--- src/rtl/sump_cmd_rx.sv ---
`default_nettype none
// ============================================================================
// Module   : sump_cmd_rx
// Purpose  : Frames SUMP short (1-byte) and long (5-byte) commands from the
//            link-layer byte stream and presents opcode/config_data/execute
//            to the analyzer core. An inter-byte timeout abandons truncated
//            long commands so the host can always resynchronise.
// Revision : 1.0 - initial release
// ============================================================================
module sump_cmd_rx #(
  parameter int TIMEOUT_CYCLES = 1000000
) (
  input  logic        clock,
  input  logic        reset_n,
  input  logic        rx_valid,
  input  logic [7:0]  rx_data,
  output logic        rx_ready,
  output logic [7:0]  opcode,
  output logic [31:0] config_data,
  output logic        execute,
  output logic        cmd_error,
  output logic        busy
);

  localparam int CNT_W = $clog2(TIMEOUT_CYCLES + 1);
  localparam logic [CNT_W-1:0] c_cnt_expire = CNT_W'(TIMEOUT_CYCLES - 1);

  typedef enum logic [1:0] {
    ST_IDLE = 2'd0,
    ST_ARG  = 2'd1,
    ST_EXEC = 2'd2
  } state_t;

  state_t           state_q,     state_d;
  logic [7:0]       pend_op_q,   pend_op_d;
  logic [31:0]      shadow_q,    shadow_d;
  logic [1:0]       idx_q,       idx_d;
  logic [CNT_W-1:0] cnt_q,       cnt_d;
  logic [7:0]       opcode_q,    opcode_d;
  logic [31:0]      config_q,    config_d;
  logic             execute_q,   execute_d;
  logic             cmd_error_q, cmd_error_d;
  logic             busy_q,      busy_d;
  logic             rx_ready_q,  rx_ready_d;

  logic             w_accept;

  assign w_accept = rx_valid && rx_ready_q;

  // Next-state and output computation; visible outputs only move on entry to EXEC.
  always_comb begin
    state_d     = state_q;
    pend_op_d   = pend_op_q;
    shadow_d    = shadow_q;
    idx_d       = idx_q;
    cnt_d       = cnt_q;
    opcode_d    = opcode_q;
    config_d    = config_q;
    cmd_error_d = 1'b0;

    case (state_q)
      ST_IDLE: begin
        cnt_d = '0;
        if (w_accept) begin
          if (!rx_data[7]) begin
            opcode_d = rx_data;
            config_d = 32'h0;
            state_d  = ST_EXEC;
          end else begin
            pend_op_d = rx_data;
            shadow_d  = 32'h0;
            idx_d     = 2'd0;
            state_d   = ST_ARG;
          end
        end
      end

      ST_ARG: begin
        if (w_accept) begin
          // A byte on the expiry cycle wins over the timeout.
          shadow_d[{idx_q, 3'b000} +: 8] = rx_data;
          idx_d = idx_q + 2'd1;
          cnt_d = '0;
          if (idx_q == 2'd3) begin
            opcode_d = pend_op_q;
            config_d = {rx_data, shadow_q[23:0]};
            state_d  = ST_EXEC;
          end
        end else if (cnt_q == c_cnt_expire) begin
          cnt_d       = '0;
          cmd_error_d = 1'b1;
          state_d     = ST_IDLE;
        end else if (cnt_q < c_cnt_expire) begin
          cnt_d = cnt_q + CNT_W'(1);
        end
      end

      ST_EXEC: begin
        cnt_d   = '0;
        state_d = ST_IDLE;
      end

      default: begin
        cnt_d   = '0;
        state_d = ST_IDLE;
      end
    endcase

    execute_d  = (state_d == ST_EXEC);
    busy_d     = (state_d == ST_ARG);
    rx_ready_d = (state_d != ST_EXEC);
  end

  // State and registered outputs; async reset discards any partial frame.
  always_ff @(posedge clock or negedge reset_n) begin
    if (!reset_n) begin
      state_q     <= ST_IDLE;
      pend_op_q   <= 8'h0;
      shadow_q    <= 32'h0;
      idx_q       <= 2'd0;
      cnt_q       <= '0;
      opcode_q    <= 8'h0;
      config_q    <= 32'h0;
      execute_q   <= 1'b0;
      cmd_error_q <= 1'b0;
      busy_q      <= 1'b0;
      rx_ready_q  <= 1'b1;
    end else begin
      state_q     <= state_d;
      pend_op_q   <= pend_op_d;
      shadow_q    <= shadow_d;
      idx_q       <= idx_d;
      cnt_q       <= cnt_d;
      opcode_q    <= opcode_d;
      config_q    <= config_d;
      execute_q   <= execute_d;
      cmd_error_q <= cmd_error_d;
      busy_q      <= busy_d;
      rx_ready_q  <= rx_ready_d;
    end
  end

  assign rx_ready    = rx_ready_q;
  assign opcode      = opcode_q;
  assign config_data = config_q;
  assign execute     = execute_q;
  assign cmd_error   = cmd_error_q;
  assign busy        = busy_q;

endmodule
`default_nettype wire

--- config.mk ---
export PLATFORM = sky130hd
export DESIGN_NAME = sump_cmd_rx
export DESIGN_NICKNAME = d
export VERILOG_FILES = /design/src/rtl/sump_cmd_rx.sv
export SDC_FILE = /design/constraint.sdc
export NUM_CORES = 1
export LEC_CHECK = 0
export CAP_MARGIN = 20
export CELL_PAD_IN_SITES_DETAIL_PLACEMENT = 1
export CELL_PAD_IN_SITES_GLOBAL_PLACEMENT = 2
export CORE_AREA = 8 8 118 120
export DETAILED_ROUTE_END_ITERATION = 8
export DIE_AREA = 0 0 126 128
export PLACE_DENSITY_LB_ADDON = 0.1
export SYNTH_ARGS = -nofsm -noshare
export SYNTH_HDL_FRONTEND = slang
export SYNTH_SLANG_ARGS = --single-unit
--- constraint.sdc ---
create_clock -name clock -period 4.94 [get_ports clock]
set_input_delay 0.741 -clock clock [delete_from_list [all_inputs] [get_ports clock]]
set_output_delay 0.741 -clock clock [all_outputs]
set_load 0.02 [all_outputs]
======== Word level (Yosys, flattened, before mapping) ========
Cells that the tools add are included.
cells by class
  add/sub/neg operators ................... 3
  $lt $le $gt $ge ......................... 1
  equality and inequality tests ........... 12
  shifts and indexed selects .............. 2
  muxes and demuxes ....................... 32
  reduce and logical (&&, ||, !) cells .... 6
operators by type and width
  kind                                                                     number
  32-bit 2-to-1 mux                                                        7
  32-bit one-hot mux with 2 select lines                                   2
  20-bit 2-to-1 mux                                                        4
  32-bit bitwise mux                                                       1
  8-bit 2-to-1 mux                                                         4
  8-bit by 7-bit variable shift with 32-bit output (first input constant)  1
  8-bit by 7-bit indexed part select with 32-bit output                    1
  20-bit by 1-bit adder with 20-bit output (second input constant)         1
  20-bit == test (second input constant)                                   1
  20-bit < comparator (second input constant)                              1
  2-bit 2-to-1 mux                                                         8
  8-bit one-hot mux with 2 select lines                                    1
  2-bit != test (second input constant)                                    6
  2-bit one-hot mux with 2 select lines                                    2
  5-bit negator with 7-bit output                                          1
  5-bit AND reduction                                                      1
  2-bit by 1-bit == test with 1-bit output (second input constant)         2
  2-bit == test (second input constant)                                    2
  4-bit != test (second input constant)                                    1
  4-bit AND reduction                                                      1
  1-bit 2-to-1 mux                                                         3
  3-bit AND reduction                                                      1
  2-bit by 1-bit adder with 2-bit output (second input constant)           1
  2-bit logical NOT                                                        1
  other kinds (2)                                                          2
storage, ports and cells
  bits in registers ....................... 108
  input port bits ......................... 11
  output and inout port bits .............. 44
  word-level logic and storage cells ...... 67

======== Logic depth before layout (Yosys ltp) ========
  depth after elaboration ................. 5
  gate-level depth with buffers ........... 7
  depth with buffers taken out ............ 6

======== Worst setup path before layout ========
No wires, ideal clock.
  kind .................................... reg2reg
  start ................................... register cnt_q[12]
  end ..................................... register cnt_q[13]
  library setup time ...................... 130 ps
  arrival ................................. 1950 ps
  data required time ...................... 4810 ps
  path slack .............................. 2860 ps
  stages on the path, launching flop included .. 7
  path buffers ............................ 2
  period minus slack after synthesis ...... 2080 ps
  cell sequence ........................... dfrtp_1 > or4_4 > or4_4 > buf_6 > o21ai_4 > buf_6 > a21oi_1
between the ends
  longest elaborated chain between the ends .. 5
  elaborated cells between the ends (all ways) .. 8
  classes of those cells .................. add/sub: 1; order compare: 1; eq/ne: 2; mux: 4
ends and longest elaborated chain
  element                                   RTL line  RTL
  start, declared                           38        logic [CNT_W-1:0] cnt_q, cnt_d;
  start signal, assigned                    133       cnt_q <= cnt_d;
  20-bit by 1-bit adder with 20-bit output  94        cnt_d = cnt_q + CNT_W'(1);
  20-bit 2-to-1 mux                         93        end else if (cnt_q < c_cnt_expire) begin
  20-bit 2-to-1 mux                         89        end else if (cnt_q == c_cnt_expire) begin
  20-bit 2-to-1 mux                         79        if (w_accept) begin
  20-bit 2-to-1 mux                         61        case (state_q)
Several ways; a longest one is shown, not always the timed one. The select of a mux whose other input is x is not followed.
A chain may end at the register's enable or synchronous reset.

======== Final worst setup path ========
  start ................................... input rx_data[7]
  end ..................................... register config_q[15] (netlist: config_data[15])
between the ends
  longest elaborated chain between the ends .. 2
ends and longest elaborated chain
  element                               RTL line  RTL
  start, declared                       16        input logic [7:0] rx_data,
  2-bit != test (no source line)        --
  5-bit AND reduction (no source line)  --
  end signal, assigned                  135       config_q <= config_d;
  end, declared                         40        logic [31:0] config_q, config_d;
Every way passes these cells.

==> reports/qor.yml <==
power_and_ir_drop:
  internal_power_w: 0.001720
  pwr-share-seq: 0.416
  swShare: 0.3330
  p_leak_nw: 2.255
  power_frac_clock: 0.295
  vdd_drop_max_uv: 276.5
  power_density_mw_per_mm2: 476.6
  p_switching_w: 0.0008585
  comb_power_share: 0.289
synthesis:
  syn_inst: 430
  synth_compound_area_frac: 0.1689
  synth.most_common_cell: "dfrtp_1"
  muxShareOfSynthArea: 0.05385
  synth_top_family_by_area: "compound AO/OA/AOI/OAI gates"
  synth_common_cells: "99 x dfrtp_1, 86 x nand2_1, 52 x o21ai_0"
  synth_area_leaders: "dfrtp_1 56%, nand2_1 7.3%, o21ai_0 5.9%"
  ys_async_sr_fraction: 1.000
  yosysSeqAreaShare: 0.5641
  syn_nets: 446
  synth_top_area_cell: "dfrtp_1"
  yosys.area_share.xor_xnor: 0
  syn_area_per_cell_um2: 10.32
  synth.distinct_cells: 42
  synth-edff-count: 0
  synth_flop_cell: "dfrtp_1"
  netlist.area_leader.share: 0.5582
  yosys.area_share.simple: 0.1666
  ys_warn_count: 0
  synth_fa_ha_area_frac: 0.01410
  synth.ff_latch_count: 100
  syn_area_mm2: 0.004438
route:
  drt-total-wl_um: 11740
  viasPerCell: 5.462
  drc_errors: 0
  first_pass_iters: 4
  drtAntennaViolNets: 0
  drt_iter0_markers: 174
  routedWlPerCell_um: 18.69
  num_vias: 3430
run_status:
  outcome: "complete, no violations"
place:
  portBuffers: 54
  gp_congestion: 0.7586
  dpl.hpwl_um: 7910
timing:
  final_max_slew_viol_count: 0
  rsz0062_at_grt: "no"
  finalSetupViolCount: 0
  fin_tns_setup_ns: 0
  fmax_mhz: 373.4
  whs_ns: 0.4707
  tightest_slew_ns: 0.9583
  maxSlewHeadroom: 0.3562
  hold_viol: 0
  fin_skew_ns: 0.007077
  min_period_ns: 2.678
  post-route-period-util: 0.5422
final_layout:
  drive_gt1_frac: 0.08159
  fin_nets: 489
  areaGrowthSynthToFinish_pct: 21.88
  diodes: 0
setup_path:
  slowest_delay_ns: 0.75
  start_kind: "input pin"
  endpoint_kind: "flop"
  arrival_ns: 2.90
  required_ns: 5.16
  cp_max_fo: 42
  path_class: "in -> reg"
  crit_slowest_cell: "o21ai_4"
  path_cells: "clkdlybuf4s50_1, nor2_1, o21ai_4, buf_4, o21ai_0"
cts:
  ctsResizeCount: 0
  clock-sinks: 100
  cts_tree: "built"
  numCtsBuffers: 9
  clkTransAtPathRegs_ns: 0.07
  cts_setup_buffers: 0
  htreeDepth: 3
  cts_root_buffer: "clkbuf_16"
  cts_max_path_buffers: 2
  insertion_delay_ns: 0.35
  ctsHoldBuffers: 0
floorplanning:
  coreArea_mm2: 0.01221
  dieArea_mm2: 0.01613
  rows: 41
  io-pin-count: 55
  start_util: 0.3635
  fp.dieH_um: 128
  die_w_um: 126
min_path:
  min_path_type: "in -> async"
global_routing:
  antenna_found_initial: 0
  grt_pass1_wl_um: 19620
  grt_use_total: 0.1550
  grt_pass1_vias: 3626
  grt-ovfl-total: 0
  grt_max_degree: 62
flow_run:
  drv_cap: 0
registers in the layout, summed over array words and instances, names as in the netlist:
register,flops
busy,1
cmd_error,1
cnt_q,20
config_data,32
execute,1
idx_q,2
opcode,8
pend_op_q,8
rx_ready,1
shadow_q,24
state_q,2
worst paths after layout:
check / from / end / slack (ns) / cells past startpoint
hold reg to reg: pend_op_q[7] / pend_op_q[7] / 0.48 / 1
setup / recovery: rx_data[7] / config_data[15] / 2.26 / 5
hold / removal: reset_n / cnt_q[16] / 0.47 / 1
max in group asynchronous: reset_n / rx_ready / 3.45 / 2
min in group clock: pend_op_q[7] / pend_op_q[7] / 0.48 / 1
setup reg to reg: idx_q[0] / config_data[15] / 2.51 / 5
cell families (layout without fill, tap and decap cells):
logic type | count (synthesis) | count (layout)
and+or+nand+nor | 152 | 152
AOI/OAI and AO/OA | 116 | 116
DFF | 100 | 100
buffers and inverters | 34 | 82
muxes | 23 | 23
adders and majority gates | 5 | 5
worst max-delay path, delay by kind of cell:
| kind | cells | cell delay (ns) |
|---|---|---|
| buf+inv | 2 | 1.09 |
| compound gates | 2 | 0.91 |
| simple gates | 1 | 0.14 |
layout make-up:
cell class | count | area, µm²
clock inverter | 6 | 86.33
multi-input combinational | 296 | 1804
tap | 150 | 187.7
fill | 1375 | 6800
inverter | 8 | 30.03
sequential | 100 | 2504
clock buffer | 10 | 229.0
timing repair buffer | 58 | 568.0
power groups by stage:
stage	clock (W)	sequential, W	combinational (W)
6_report	0.000761	0.00107	0.000746
5_1_grt	0.000815	0.00109	0.000836
4_1_cts	0.000786	0.00107	0.000764
3_5_place_dp	0	0.00109	0.000763
3_3_place_gp	0	0.00108	0.000749
2_1_floorplan	0	0.00115	0.000385
metrics by stage:
step,utilization,worst slack (ns),cells,total power [W],instance area (µm²)
6_report,0.4430,2.262,628,0.002578,5409
3_3_place_gp,0.4166,1.896,611,0.001830,5086
4_1_cts,0.4424,2.223,627,0.002622,5401
3_5_place_dp,0.4166,1.848,611,0.001849,5086
5_1_grt,0.4430,2.021,628,0.002742,5409
2_1_floorplan,-,2.860,430,0.001535,4438
placed cells by master (no fill, tap or decap), drive strengths merged, types with 3 or more instances in the layout:
master,count
mux2,7
or2,3
clkbuf,10
a21oi,16
nand3,10
o31ai,7
nor2,5
and3,3
a22o,24
o211ai,4
clkdlybuf4s50,53
o21ai,54
inv,9
a21o,3
or4,10
or3,7
dfrtp,99
mux2i,16
nand2,86
nor3,10
buf,5
nand4,5
ha,5
a211oi,3
routing by layer:
| metal | global-route usage | wire, µm |
|---|---|---|
| met2 | 0.2340 | 5390 |
| met3 | 0.04700 | 527 |
| met5 | 0 | 0 |
| met4 | 0.05945 | 185 |
| met1 | 0.2047 | 5631 |
Power figures use the tool's default switching activity.
